**src/rtl/tune_pkg.sv**
```systemverilog
// tune_pkg: shared constants, state encoding and helpers for the tuning sequencer.
// K_CONST is round(2^(PINC_W+K_FRAC) / FS_HZ): Hz times K_CONST, shifted down by K_FRAC, gives phase_inc.
package tune_pkg;

  localparam int FS_HZ   = 16_000_000;
  localparam int FREQ_W  = 24;
  localparam int PINC_W  = 27;
  localparam int K_FRAC  = 20;
  localparam int K_W     = 24;
  localparam int PROD_W  = FREQ_W + K_W;
  localparam int ARITH_W = FREQ_W + 2;

  localparam int F_MIN  = 100_000;
  localparam int F_MAX  = 7_999_999;
  localparam int F_INIT = 1_000_000;

  localparam logic [K_W-1:0]    K_CONST   = 24'd8_796_093;
  localparam logic [PROD_W-1:0] ROUND_ADD = PROD_W'(1) << (K_FRAC - 1);

  localparam logic signed [3:0] PEND_MAX = 4'sd7;
  localparam logic signed [3:0] PEND_MIN = -4'sd7;

  localparam logic signed [ARITH_W-1:0] F_MIN_S = ARITH_W'(F_MIN);
  localparam logic signed [ARITH_W-1:0] F_MAX_S = ARITH_W'(F_MAX);

  typedef enum logic [1:0] {INIT, IDLE, MULT, DONE} state_e;

  // Hz per detent for each step_sel code.
  function automatic logic [13:0] step_hz(input logic [1:0] sel);
    case (sel)
      2'd0:    step_hz = 14'd10;
      2'd1:    step_hz = 14'd100;
      2'd2:    step_hz = 14'd1000;
      default: step_hz = 14'd10000;
    endcase
  endfunction

  // Pin a signed candidate frequency into the legal band; never wraps.
  function automatic logic [FREQ_W-1:0] clamp_freq(input logic signed [ARITH_W-1:0] x);
    if (x < F_MIN_S)
      clamp_freq = FREQ_W'(F_MIN);
    else if (x > F_MAX_S)
      clamp_freq = FREQ_W'(F_MAX);
    else
      clamp_freq = FREQ_W'(x);
  endfunction

endpackage

```
**src/rtl/shift_add_mult.sv**
```systemverilog
// shift_add_mult: sequential unsigned multiplier, one bit of 'a' per cycle.
// A start pulse loads the operands; done pulses for one cycle once product is final (A_W cycles later).
module shift_add_mult #(
  parameter int A_W = 24,
  parameter int B_W = 24
) (
  input  logic               aclk,
  input  logic               reset,
  input  logic               start,
  input  logic [A_W-1:0]     a,
  input  logic [B_W-1:0]     b,
  output logic               busy,
  output logic               done,
  output logic [A_W+B_W-1:0] product
);

  localparam int P_W   = A_W + B_W;
  localparam int CNT_W = $clog2(A_W + 1);

  logic [A_W-1:0]   a_q, a_d;
  logic [P_W-1:0]   b_q, b_d;
  logic [P_W-1:0]   acc_q, acc_d;
  logic [CNT_W-1:0] cnt_q, cnt_d;
  logic             busy_q, busy_d;
  logic             done_q, done_d;

  // Consume the lowest multiplicand bit each cycle, adding the shifted multiplier when it is set.
  always_comb begin
    a_d    = a_q;
    b_d    = b_q;
    acc_d  = acc_q;
    cnt_d  = cnt_q;
    busy_d = busy_q;
    done_d = 1'b0;
    if (start) begin
      a_d    = a;
      b_d    = P_W'(b);
      acc_d  = '0;
      cnt_d  = CNT_W'(A_W);
      busy_d = 1'b1;
    end else if (busy_q) begin
      if (a_q[0])
        acc_d = acc_q + b_q;
      a_d   = a_q >> 1;
      b_d   = b_q << 1;
      cnt_d = cnt_q - 1'b1;
      if (cnt_q == CNT_W'(1)) begin
        busy_d = 1'b0;
        done_d = 1'b1;
      end
    end
  end

  // Multiplier state registers; reset abandons any multiply in flight.
  always_ff @(posedge aclk or posedge reset) begin
    if (reset) begin
      a_q    <= '0;
      b_q    <= '0;
      acc_q  <= '0;
      cnt_q  <= '0;
      busy_q <= 1'b0;
      done_q <= 1'b0;
    end else begin
      a_q    <= a_d;
      b_q    <= b_d;
      acc_q  <= acc_d;
      cnt_q  <= cnt_d;
      busy_q <= busy_d;
      done_q <= done_d;
    end
  end

  assign busy    = busy_q;
  assign done    = done_q;
  assign product = acc_q;

endmodule

```
**src/rtl/tune_sequencer.sv**
```systemverilog
// tune_sequencer: owns the tuning frequency, merges encoder detents and UART sets,
// converts Hz to an NCO phase increment and publishes it with a one-cycle valid pulse.
// Build option TUNE_ROUND_EN: round the conversion to nearest instead of truncating.
module tune_sequencer
  import tune_pkg::*;
(
  input  logic              aclk,
  input  logic              reset,
  input  logic              enc_step,
  input  logic              enc_dir,
  input  logic [1:0]        step_sel,
  input  logic              set_valid,
  input  logic [FREQ_W-1:0] set_freq,
  output logic              set_ready,
  output logic [FREQ_W-1:0] freq,
  output logic              busy,
  output logic [PINC_W-1:0] phase_inc,
  output logic              phase_inc_valid
);

  state_e                     state_q, state_d;
  logic [FREQ_W-1:0]          freq_q, freq_d;
  logic signed [3:0]          pend_q, pend_d;
  logic signed [3:0]          pend_base;
  logic [PINC_W-1:0]          phase_inc_q, phase_inc_d;
  logic                       valid_q, valid_d;
  logic                       set_ready_q, set_ready_d;
  logic                       busy_q, busy_d;
  logic                       consume;
  logic                       mult_start, mult_busy, mult_done;
  logic [PROD_W-1:0]          mult_product, product_adj;
  logic signed [ARITH_W-1:0]  pend_ext, step_ext, stepped_freq, set_ext;

  shift_add_mult #(
    .A_W(FREQ_W),
    .B_W(K_W)
  ) u_mult (
    .aclk   (aclk),
    .reset  (reset),
    .start  (mult_start),
    .a      (freq_d),
    .b      (K_CONST),
    .busy   (mult_busy),
    .done   (mult_done),
    .product(mult_product)
  );

`ifdef TUNE_ROUND_EN
  assign product_adj = mult_product + ROUND_ADD;
`else
  assign product_adj = mult_product;
`endif

  // Candidate frequencies in signed arithmetic wide enough that under/overflow is visible to the clamp.
  always_comb begin
    pend_ext     = ARITH_W'(pend_q);
    step_ext     = ARITH_W'(step_hz(step_sel));
    stepped_freq = $signed({2'b00, freq_q}) + pend_ext * step_ext;
    set_ext      = $signed({2'b00, set_freq});
  end

  // Sequencer: accept a set or pending detents in IDLE, wait for the multiply, publish the result.
  always_comb begin
    state_d     = state_q;
    freq_d      = freq_q;
    phase_inc_d = phase_inc_q;
    valid_d     = 1'b0;
    consume     = 1'b0;
    mult_start  = 1'b0;
    case (state_q)
      INIT: begin
        mult_start = 1'b1;
        state_d    = MULT;
      end
      IDLE: begin
        if (set_valid) begin
          freq_d     = clamp_freq(set_ext);
          consume    = 1'b1;
          mult_start = 1'b1;
          state_d    = MULT;
        end else if (pend_q != 4'sd0) begin
          freq_d     = clamp_freq(stepped_freq);
          consume    = 1'b1;
          mult_start = 1'b1;
          state_d    = MULT;
        end
      end
      MULT: begin
        if (mult_done && !mult_busy) begin
          phase_inc_d = PINC_W'(product_adj >> K_FRAC);
          valid_d     = 1'b1;
          state_d     = DONE;
        end
      end
      DONE: begin
        state_d = IDLE;
      end
      default: begin
        state_d = INIT;
      end
    endcase
    busy_d      = (state_d != IDLE);
    set_ready_d = (state_d == IDLE);
  end

  // Detent accumulator: a consume clears it but a detent arriving in the same cycle is kept.
  always_comb begin
    pend_base = consume ? 4'sd0 : pend_q;
    pend_d    = pend_base;
    if (enc_step) begin
      if (enc_dir && (pend_base != PEND_MAX))
        pend_d = pend_base + 4'sd1;
      else if (!enc_dir && (pend_base != PEND_MIN))
        pend_d = pend_base - 4'sd1;
    end
  end

  // State and registered outputs; reset restarts from INIT so F_INIT is republished.
  always_ff @(posedge aclk or posedge reset) begin
    if (reset) begin
      state_q     <= INIT;
      freq_q      <= FREQ_W'(F_INIT);
      pend_q      <= 4'sd0;
      phase_inc_q <= '0;
      valid_q     <= 1'b0;
      set_ready_q <= 1'b0;
      busy_q      <= 1'b1;
    end else begin
      state_q     <= state_d;
      freq_q      <= freq_d;
      pend_q      <= pend_d;
      phase_inc_q <= phase_inc_d;
      valid_q     <= valid_d;
      set_ready_q <= set_ready_d;
      busy_q      <= busy_d;
    end
  end

  assign set_ready       = set_ready_q;
  assign freq            = freq_q;
  assign busy            = busy_q;
  assign phase_inc       = phase_inc_q;
  assign phase_inc_valid = valid_q;

endmodule

```
**config.mk**
```make
export PLATFORM = sky130hd
export DESIGN_NAME = tune_sequencer
export DESIGN_NICKNAME = d
export VERILOG_FILES = /design/src/rtl/tune_pkg.sv /design/src/rtl/shift_add_mult.sv /design/src/rtl/tune_sequencer.sv
export SDC_FILE = /design/constraint.sdc
export NUM_CORES = 1
export LEC_CHECK = 0
export CORE_MARGIN = 1.5
export CORE_UTILIZATION = 54
export DETAILED_ROUTE_END_ITERATION = 6
export DONT_BUFFER_PORTS = 1
export PLACE_DENSITY_LB_ADDON = 0.2
export RECOVER_POWER = 50
export SETUP_SLACK_MARGIN = 0.1
export SLEW_MARGIN = 20
export SYNTH_ARGS = -nofsm -noshare
export SYNTH_HDL_FRONTEND = slang
export SYNTH_HIERARCHICAL = 1
export SYNTH_SLANG_ARGS = --single-unit
```
**constraint.sdc**
```tcl
create_clock -name aclk -period 6.5 [get_ports aclk]
set_input_delay 1.3 -clock aclk [delete_from_list [all_inputs] [get_ports aclk]]
set_output_delay 1.3 -clock aclk [all_outputs]
set_load 0.1 [all_outputs]
```
==> results of run 1 <==
final timing paths:
kind                                                from                        endpoint  slack (ps)  cells past startpoint
setup / recovery                             step_sel[0]      u_mult/a_q[10]$_DFFE_PP0P_         330                     23
hold / removal             u_mult/product[5]$_DFFE_PP0P_   u_mult/product[5]$_DFFE_PP0P_         530                      2
setup reg to reg                     pend_q[1]$_DFF_PP0_      u_mult/a_q[10]$_DFFE_PP0P_         830                     21
hold reg to reg            u_mult/product[5]$_DFFE_PP0P_   u_mult/product[5]$_DFFE_PP0P_         530                      2
max in group asynchronous                          reset  u_mult/product[34]$_DFFE_PP0P_        2430                      2
min in group asynchronous                          reset       u_mult/a_q[2]$_DFFE_PP0P_        1340                      1
per-stage QoR:
step	instance area (um^2)	setup WS, ps
CTS	15200	274.5
global placement	14560	-117.2
global route	15420	82.21
detailed placement	14560	-147.2
floorplan	13870	239.9
finish	15420	332.6
cell usage in the layout (no fill, tap or decap), drive strengths merged, types with 27 or more instances in the layout:
cell / count
a211oi: 27
ha: 114
inv: 100
xor2: 32
mux2: 28
nor2: 127
mux2i: 73
nand2: 195
a21oi: 113
o21ai: 115
fa: 31
dfrtp: 177
buf: 78
flip-flops by register name, indices dropped and copies added (netlist names), 2 cells and up:
signal,cells
state_q,2
phase_inc,27
u_mult/product,47
u_mult/cnt_q,5
u_mult/a_q,24
freq,24
u_mult/b_q,47
pend_q,4
per-layer routing:
| layer | global-route usage [%] | up-vias | wire length, um |
|---|---|---|---|
| met3 | 3.107 | 33 | 1151 |
| met2 | 46.07 | 212 | 17030 |
| met4 | 6.797 | 0 | 494 |
| met5 | 0 | - | 0 |
| met1 | 34.58 | 5503 | 15760 |
| li1 | - | 5534 | - |
timing repair:
| action | in CTS | in global routing |
|---|---|---|
| setup endpoints to repair | 0 | 33 |
| resized for setup | 0 | 38 |
| buffers inserted | 0 | 5 |
layout make-up:
cell class / instances / area [um^2] / share of cell area, %
multi-input cells: 1206 / 8732 / 56.64
flip-flops and latches: 185 / 4639 / 30.09
repair buffers: 82 / 634.4 / 4.115
clock buffers: 17 / 425.4 / 2.759
well taps: 330 / 412.9 / 2.678
inverters: 97 / 365.4 / 2.370
clock inverters: 15 / 207.7 / 1.347
critical path, cell delays in order:
cell,delay [ps]
inv_1,40
ha_1,210
and2_1,170
or2_2,340
fa_1,480
fa_1,550
inv_1,50
fa_1,530
inv_1,60
ha_4,270
buf_4,110
nand2_1,70
o211a_1,250
or2_0,300
a21boi_2,200
o221ai_1,160
o41ai_2,360
a211oi_2,150
buf_12,170
or3_1,340
a31oi_2,230
nand2_1,70
o21ai_0,100
==> results.json, run 1 <==
{
  "drc": 0,
  "final_util_pct": 61.40,
  "cp_data_arrival_time_ps": 6520,
  "place_congestion": 0.9040,
  "grt-ovfl-total": 0,
  "slew-limit-headroom_pct": -123.4,
  "grt_max_degree": 164,
  "endpoint_kind": "register",
  "fin_hold_ws_ps": 526.7,
  "final_layout_size_suffix_gt1_share_pct": 13.80,
  "dieHeight_um": 162.8,
  "cp_max_fo": 20,
  "place.detailed.hpwl_um": 25470,
  "cts_tree": "done",
  "viasPerCell": 5.840,
  "violations": "max-capacitance violations, max-slew violations",
  "num_vias": 11282,
  "ios": 85,
  "hold_violations": 0,
  "setup-violations-final": 0,
  "synthCells": 1542,
  "synthToLayoutAreaGrowth_pct": 11.85,
  "tightest_slew_ps": 3351,
  "clk_pin_slew_worst_paths_ps": 80,
  "finalSetupTns_ps": 0,
  "hold_path_class": "register to register",
  "grt_pass1_vias": 11054,
  "fin_skew_ps": 12.30,
  "period_share_pct": 94.88,
  "drt_iter0_markers": 697,
  "min_period_ps": 6167,
  "synthesis.area_mm2": 0.01378,
  "holdBufCountCts": 0,
  "diodes": 0,
  "path_class": "input port to register",
  "clockBufferDepth": 2,
  "ant_nets": 0,
  "start_util_pct": 54.90,
  "wl_per_cell_um": 17.82,
  "dieArea_mm2": 0.02649,
  "critPathLaunchType": "input port",
  "h-tree-depth": 4,
  "clk_latency_ps": 440,
  "instances_no_fill": 1932,
  "yosysWarningCount": 6,
  "place_inst": 1895,
  "fp.dieW_um": 162.8,
  "totalWireLength_um": 34430,
  "fill_cells": 2207,
  "track_usage_pct": 26.35,
  "grt_pass1_wl_um": 56060,
  "rows": 58,
  "cts.sinks": 185,
  "io_buffers": 0,
  "rsz0062_at_grt": "no",
  "worstPathRequired_ps": 6850,
  "cts_root_buf": "clkbuf_16",
  "fin_nets": 1765,
  "coreArea_mm2": 0.02511,
  "maxSlewViolCount": 262,
  "fmax_ghz": 0.1621,
  "synth_area_per_cell_um2": 8.939,
  "antenna_found_initial": 0,
  "drtPass1Iterations": 5,
  "status": "finished, violations left",
  "tritoncts.num_buffers": 17,
  "cap_violations": 5
}
Power of run 1 is not shown: default switching activity piles up to over one toggle a cycle in this logic, so the estimate is an artifact.
==> run 2: changes to the inputs <==
Settings changed: CTS_BUF_LIST from default to sky130_fd_sc_hd__clkbuf_8.
==> results.json, run 2 (same netlist as run 1, synthesis figures left out) <==
{
  "clk_latency_ps": 480,
  "rows": 58,
  "hold_violations": 0,
  "instances_no_fill": 1929,
  "worstPathRequired_ps": 6910,
  "io_buffers": 0,
  "coreArea_mm2": 0.02511,
  "cp_data_arrival_time_ps": 6560,
  "met1_length_um": 15510,
  "place.detailed.hpwl_um": 25470,
  "layout.area.seq_mm2": 0.004639,
  "path_class": "input port to register",
  "dieHeight_um": 162.8,
  "place_inst": 1895,
  "hold_path_class": "register to register",
  "synthToLayoutAreaGrowth_pct": 9.413,
  "fin_hold_ws_ps": 531.2,
  "endpoint_kind": "register",
  "place_congestion": 0.9040,
  "grt_max_degree": 164,
  "viasPerCell": 5.809,
  "violations": "max-capacitance violations, max-slew violations",
  "track_usage_pct": 26.16,
  "maxSlewViolCount": 262,
  "slew-limit-headroom_pct": -123.2,
  "num_vias": 11205,
  "cts_root_buf": "clkbuf_8",
  "final_util_pct": 60.07,
  "multi_input_area_mm2": 0.008618,
  "setup-violations-final": 0,
  "drtPass1Iterations": 5,
  "fin_nets": 1762,
  "cts_tree": "done",
  "tritoncts.num_buffers": 17,
  "fmax_ghz": 0.1625,
  "status": "finished, violations left",
  "layout_commonest_cell": "nand2_1",
  "fp.dieW_um": 162.8,
  "diodes": 0,
  "min_period_ps": 6153,
  "grt_pass1_wl_um": 55440,
  "final_cell_mix": "nand2_1 (194), dfrtp_1 (177), nor2_1 (126)",
  "cp_max_fo": 20,
  "period_share_pct": 94.67,
  "grt_pass1_vias": 10966,
  "drt_iter0_markers": 724,
  "dieArea_mm2": 0.02649,
  "wl_per_cell_um": 17.62,
  "cap_violations": 5,
  "finalSetupTns_ps": 0,
  "antenna_found_initial": 0,
  "holdBufCountCts": 0,
  "grt-ovfl-total": 0,
  "final_layout_size_suffix_gt1_share_pct": 12.51,
  "wl_met2_um": 16570,
  "cts.sinks": 185,
  "clockBufferDepth": 2,
  "tightest_slew_ps": 3348,
  "fin_skew_ps": 18.86,
  "totalWireLength_um": 33990,
  "drc": 0,
  "h-tree-depth": 4,
  "rsz0062_at_grt": "yes",
  "fill_cells": 2239,
  "ios": 85,
  "route.met3.wl_um": 1337,
  "top_layer": "met4",
  "start_util_pct": 54.90,
  "critPathLaunchType": "input port",
  "clk_pin_slew_worst_paths_ps": 110,
  "ant_nets": 0
}
==> run 2: metal layers <==
layer  vias to the layer above  track usage (%)
met4                         0            7.089
li1                       5517                -
met2                       241            45.59
met5                         -                0
met1                      5408            34.12
met3                        39            3.438
==> run 2: path summary, 6_finish.rpt <==
kind / from / end / slack (ps) / depth (start not counted)
max reg2reg: pend_q[1]$_DFF_PP0_ / u_mult/a_q[10]$_DFFE_PP0P_ / 810 / 20
max: step_sel[0] / u_mult/a_q[10]$_DFFE_PP0P_ / 350 / 22
min: u_mult/product[5]$_DFFE_PP0P_ / u_mult/product[5]$_DFFE_PP0P_ / 530 / 2
max in group asynchronous: reset / u_mult/b_q[25]$_DFFE_PP0P_ / 2510 / 2
min in group asynchronous: reset / u_mult/a_q[2]$_DFFE_PP0P_ / 1290 / 1
min reg2reg: u_mult/product[5]$_DFFE_PP0P_ / u_mult/product[5]$_DFFE_PP0P_ / 530 / 2
==> run 2: critical path: stages <==
cell,delay [ps]
inv_1,40
ha_1,210
and2_1,170
or2_2,340
fa_1,520
fa_1,560
inv_1,60
fa_1,530
inv_1,40
ha_1,340
a21oi_2,200
o21ai_1,140
a221oi_2,360
mux2i_1,280
a211oi_1,90
a311oi_1,380
a211oi_2,110
buf_12,170
or3_1,320
a31oi_1,230
nand2_1,70
o21ai_0,100
==> run 2: timing repair <==
item	in CTS	in global routing
setup endpoints to repair	0	31
setup buffers	0	2
gates resized for setup	0	18
==> run 2: area by class of cell <==
type / count / area share (%)
multi-input combinational: 1206 / 57.14
sequential: 185 / 30.76
timing repair buffer: 79 / 4.007
tap: 330 / 2.738
inverter: 97 / 2.422
clock buffer: 17 / 1.551
clock inverter: 15 / 1.377
==> run 2: stage by stage <==
| stage | area, um^2 | setup slack (ps) |
|---|---|---|
| final | 15080 | 346.6 |
| after floorplan | 13870 | 239.9 |
| after CTS | 15000 | 333.2 |
| after detailed placement | 14560 | -147.2 |
| after global placement | 14560 | -117.2 |
| after global routing | 15080 | 94.15 |
Power of run 2 is left out for the same reason.
==> run 3: changes to the inputs <==
Settings changed: ABC_AREA from default to 1, REMOVE_ABC_BUFFERS from default to 1.
==> results.json, run 3 <==
{
  "dieArea_mm2": 0.03055,
  "endpoint_kind": "register",
  "ios": 85,
  "min_period_ps": 5971,
  "fill_cells": 2914,
  "drc": 0,
  "cts_tree": "done",
  "whs_endpoint": "u_mult/product[6]$_DFFE_PP0P_",
  "layout_commonest_cell": "nand2_1",
  "hold_path_class": "register to register",
  "synthCells": 2427,
  "finalSetupTns_ps": 0,
  "cp_data_arrival_time_ps": 6310,
  "ant_nets": 0,
  "rr_worst_depth": 9,
  "drtPass1Iterations": 6,
  "hold_violations": 0,
  "grt_pass1_vias": 13683,
  "synthToLayoutAreaGrowth_pct": 5.795,
  "num_vias": 14652,
  "final_util_pct": 58.42,
  "drt_iter0_markers": 1187,
  "violations": "max-capacitance violations, max-slew violations",
  "h-tree-depth": 4,
  "worstReg2RegEnd": "u_mult/b_q[9]$_DFFE_PP0P_",
  "cp_max_fo": 16,
  "critPathSlowestCell": "fa_1",
  "synth_area_per_cell_um2": 6.566,
  "worstPathRequired_ps": 6840,
  "setup-violations-final": 0,
  "grt-ovfl-total": 0,
  "fin_nets": 2624,
  "coreArea_mm2": 0.02886,
  "io_buffers": 0,
  "clockBufferDepth": 2,
  "cts.sinks": 185,
  "yosysWarningCount": 6,
  "tritoncts.num_buffers": 17,
  "grt_pass1_wl_um": 71810,
  "place.detailed.hpwl_um": 35430,
  "wl_per_cell_um": 15.44,
  "final_layout_size_suffix_gt1_share_pct": 8.780,
  "path_class": "input port to register",
  "critPathLaunchType": "input port",
  "track_usage_pct": 29.71,
  "period_share_pct": 91.86,
  "antenna_found_initial": 0,
  "fin_skew_ps": 15.53,
  "cpMostUsedCell": "nand2_1",
  "totalWireLength_um": 43910,
  "grt_max_degree": 75,
  "fmax_ghz": 0.1675,
  "fp.dieW_um": 174.8,
  "rows": 62,
  "clk_latency_ps": 490,
  "hold_path_startpoint": "u_mult/product[6]$_DFFE_PP0P_",
  "tightest_slew_ps": 2494,
  "slowest_delay_ps": 520,
  "place_congestion": 0.9631,
  "r2r_slack_ps": 1010,
  "diodes": 0,
  "slew-limit-headroom_pct": -66.24,
  "clk_pin_slew_worst_paths_ps": 100,
  "cap_violations": 4,
  "start_util_pct": 55.22,
  "viasPerCell": 5.152,
  "rsz0062_at_grt": "no",
  "cts_root_buf": "clkbuf_8",
  "synthesis.area_mm2": 0.01594,
  "final_cell_mix": "nand2_1 (908), inv_1 (473), dfrtp_1 (177)",
  "dieHeight_um": 174.8,
  "reg2reg_from": "pend_q[1]$_DFF_PP0_",
  "status": "finished, violations left",
  "maxSlewViolCount": 215,
  "hold_depth": 2
}
[run 3: critical path: cells and delay by family]
family                     cells  cell delay [ps]
buffers and inverters          3              260
AOI/OAI and AO/OA              2              380
adders and majority gates      5             1820
and+or+nand+nor               20             2520
[run 3: what timing repair did]
action	CTS	global route
endpoints found under the setup margin	0	1
gates resized for setup	0	1
setup buffers	0	0
hold buffers	0	0
[run 3: worst max path at each step]
stage                start                         to
2_1_floorplan  step_sel[0]  u_mult/a_q[2]$_DFFE_PP0P_
3_3_place_gp   step_sel[0]  u_mult/a_q[6]$_DFFE_PP0P_
3_5_place_dp   step_sel[0]  u_mult/a_q[6]$_DFFE_PP0P_
4_1_cts        step_sel[0]  u_mult/a_q[6]$_DFFE_PP0P_
5_1_grt        step_sel[0]  u_mult/a_q[6]$_DFFE_PP0P_
6_report       step_sel[0]  u_mult/a_q[6]$_DFFE_PP0P_
[run 3: layout make-up]
class,count,area [um^2],share of cell area (%)
Clock buffer,18,247.7,1.469
Timing Repair Buffer,26,206.4,1.225
Clock inverter,13,191.4,1.136
Sequential cell,185,4639,27.52
Multi-Input combinational cell,1712,9190,54.51
Inverter,506,1903,11.29
Tap cell,384,480.5,2.850
[run 3: layer usage]
metal,global-route usage [%],up-vias,wire (um)
met5,0,-,0
met1,45.56,6717,21940
met4,5.235,0,394
li1,-,7465,-
met3,4.787,27,3303
met2,44.26,443,18270
[run 3: through the flow]
step	worst slack, ps	area (um^2)	std cells	hold WS (ps)
after detailed placement	55.00	16480	2813	470.0
after CTS	601.8	16920	2844	495.7
after global placement	130.2	16480	2813	466.6
after global routing	120.0	16860	2844	513.7
final	528.8	16860	2844	488.3
after floorplan	569.5	15760	2403	452.4
Power of run 3 is left out for the same reason.
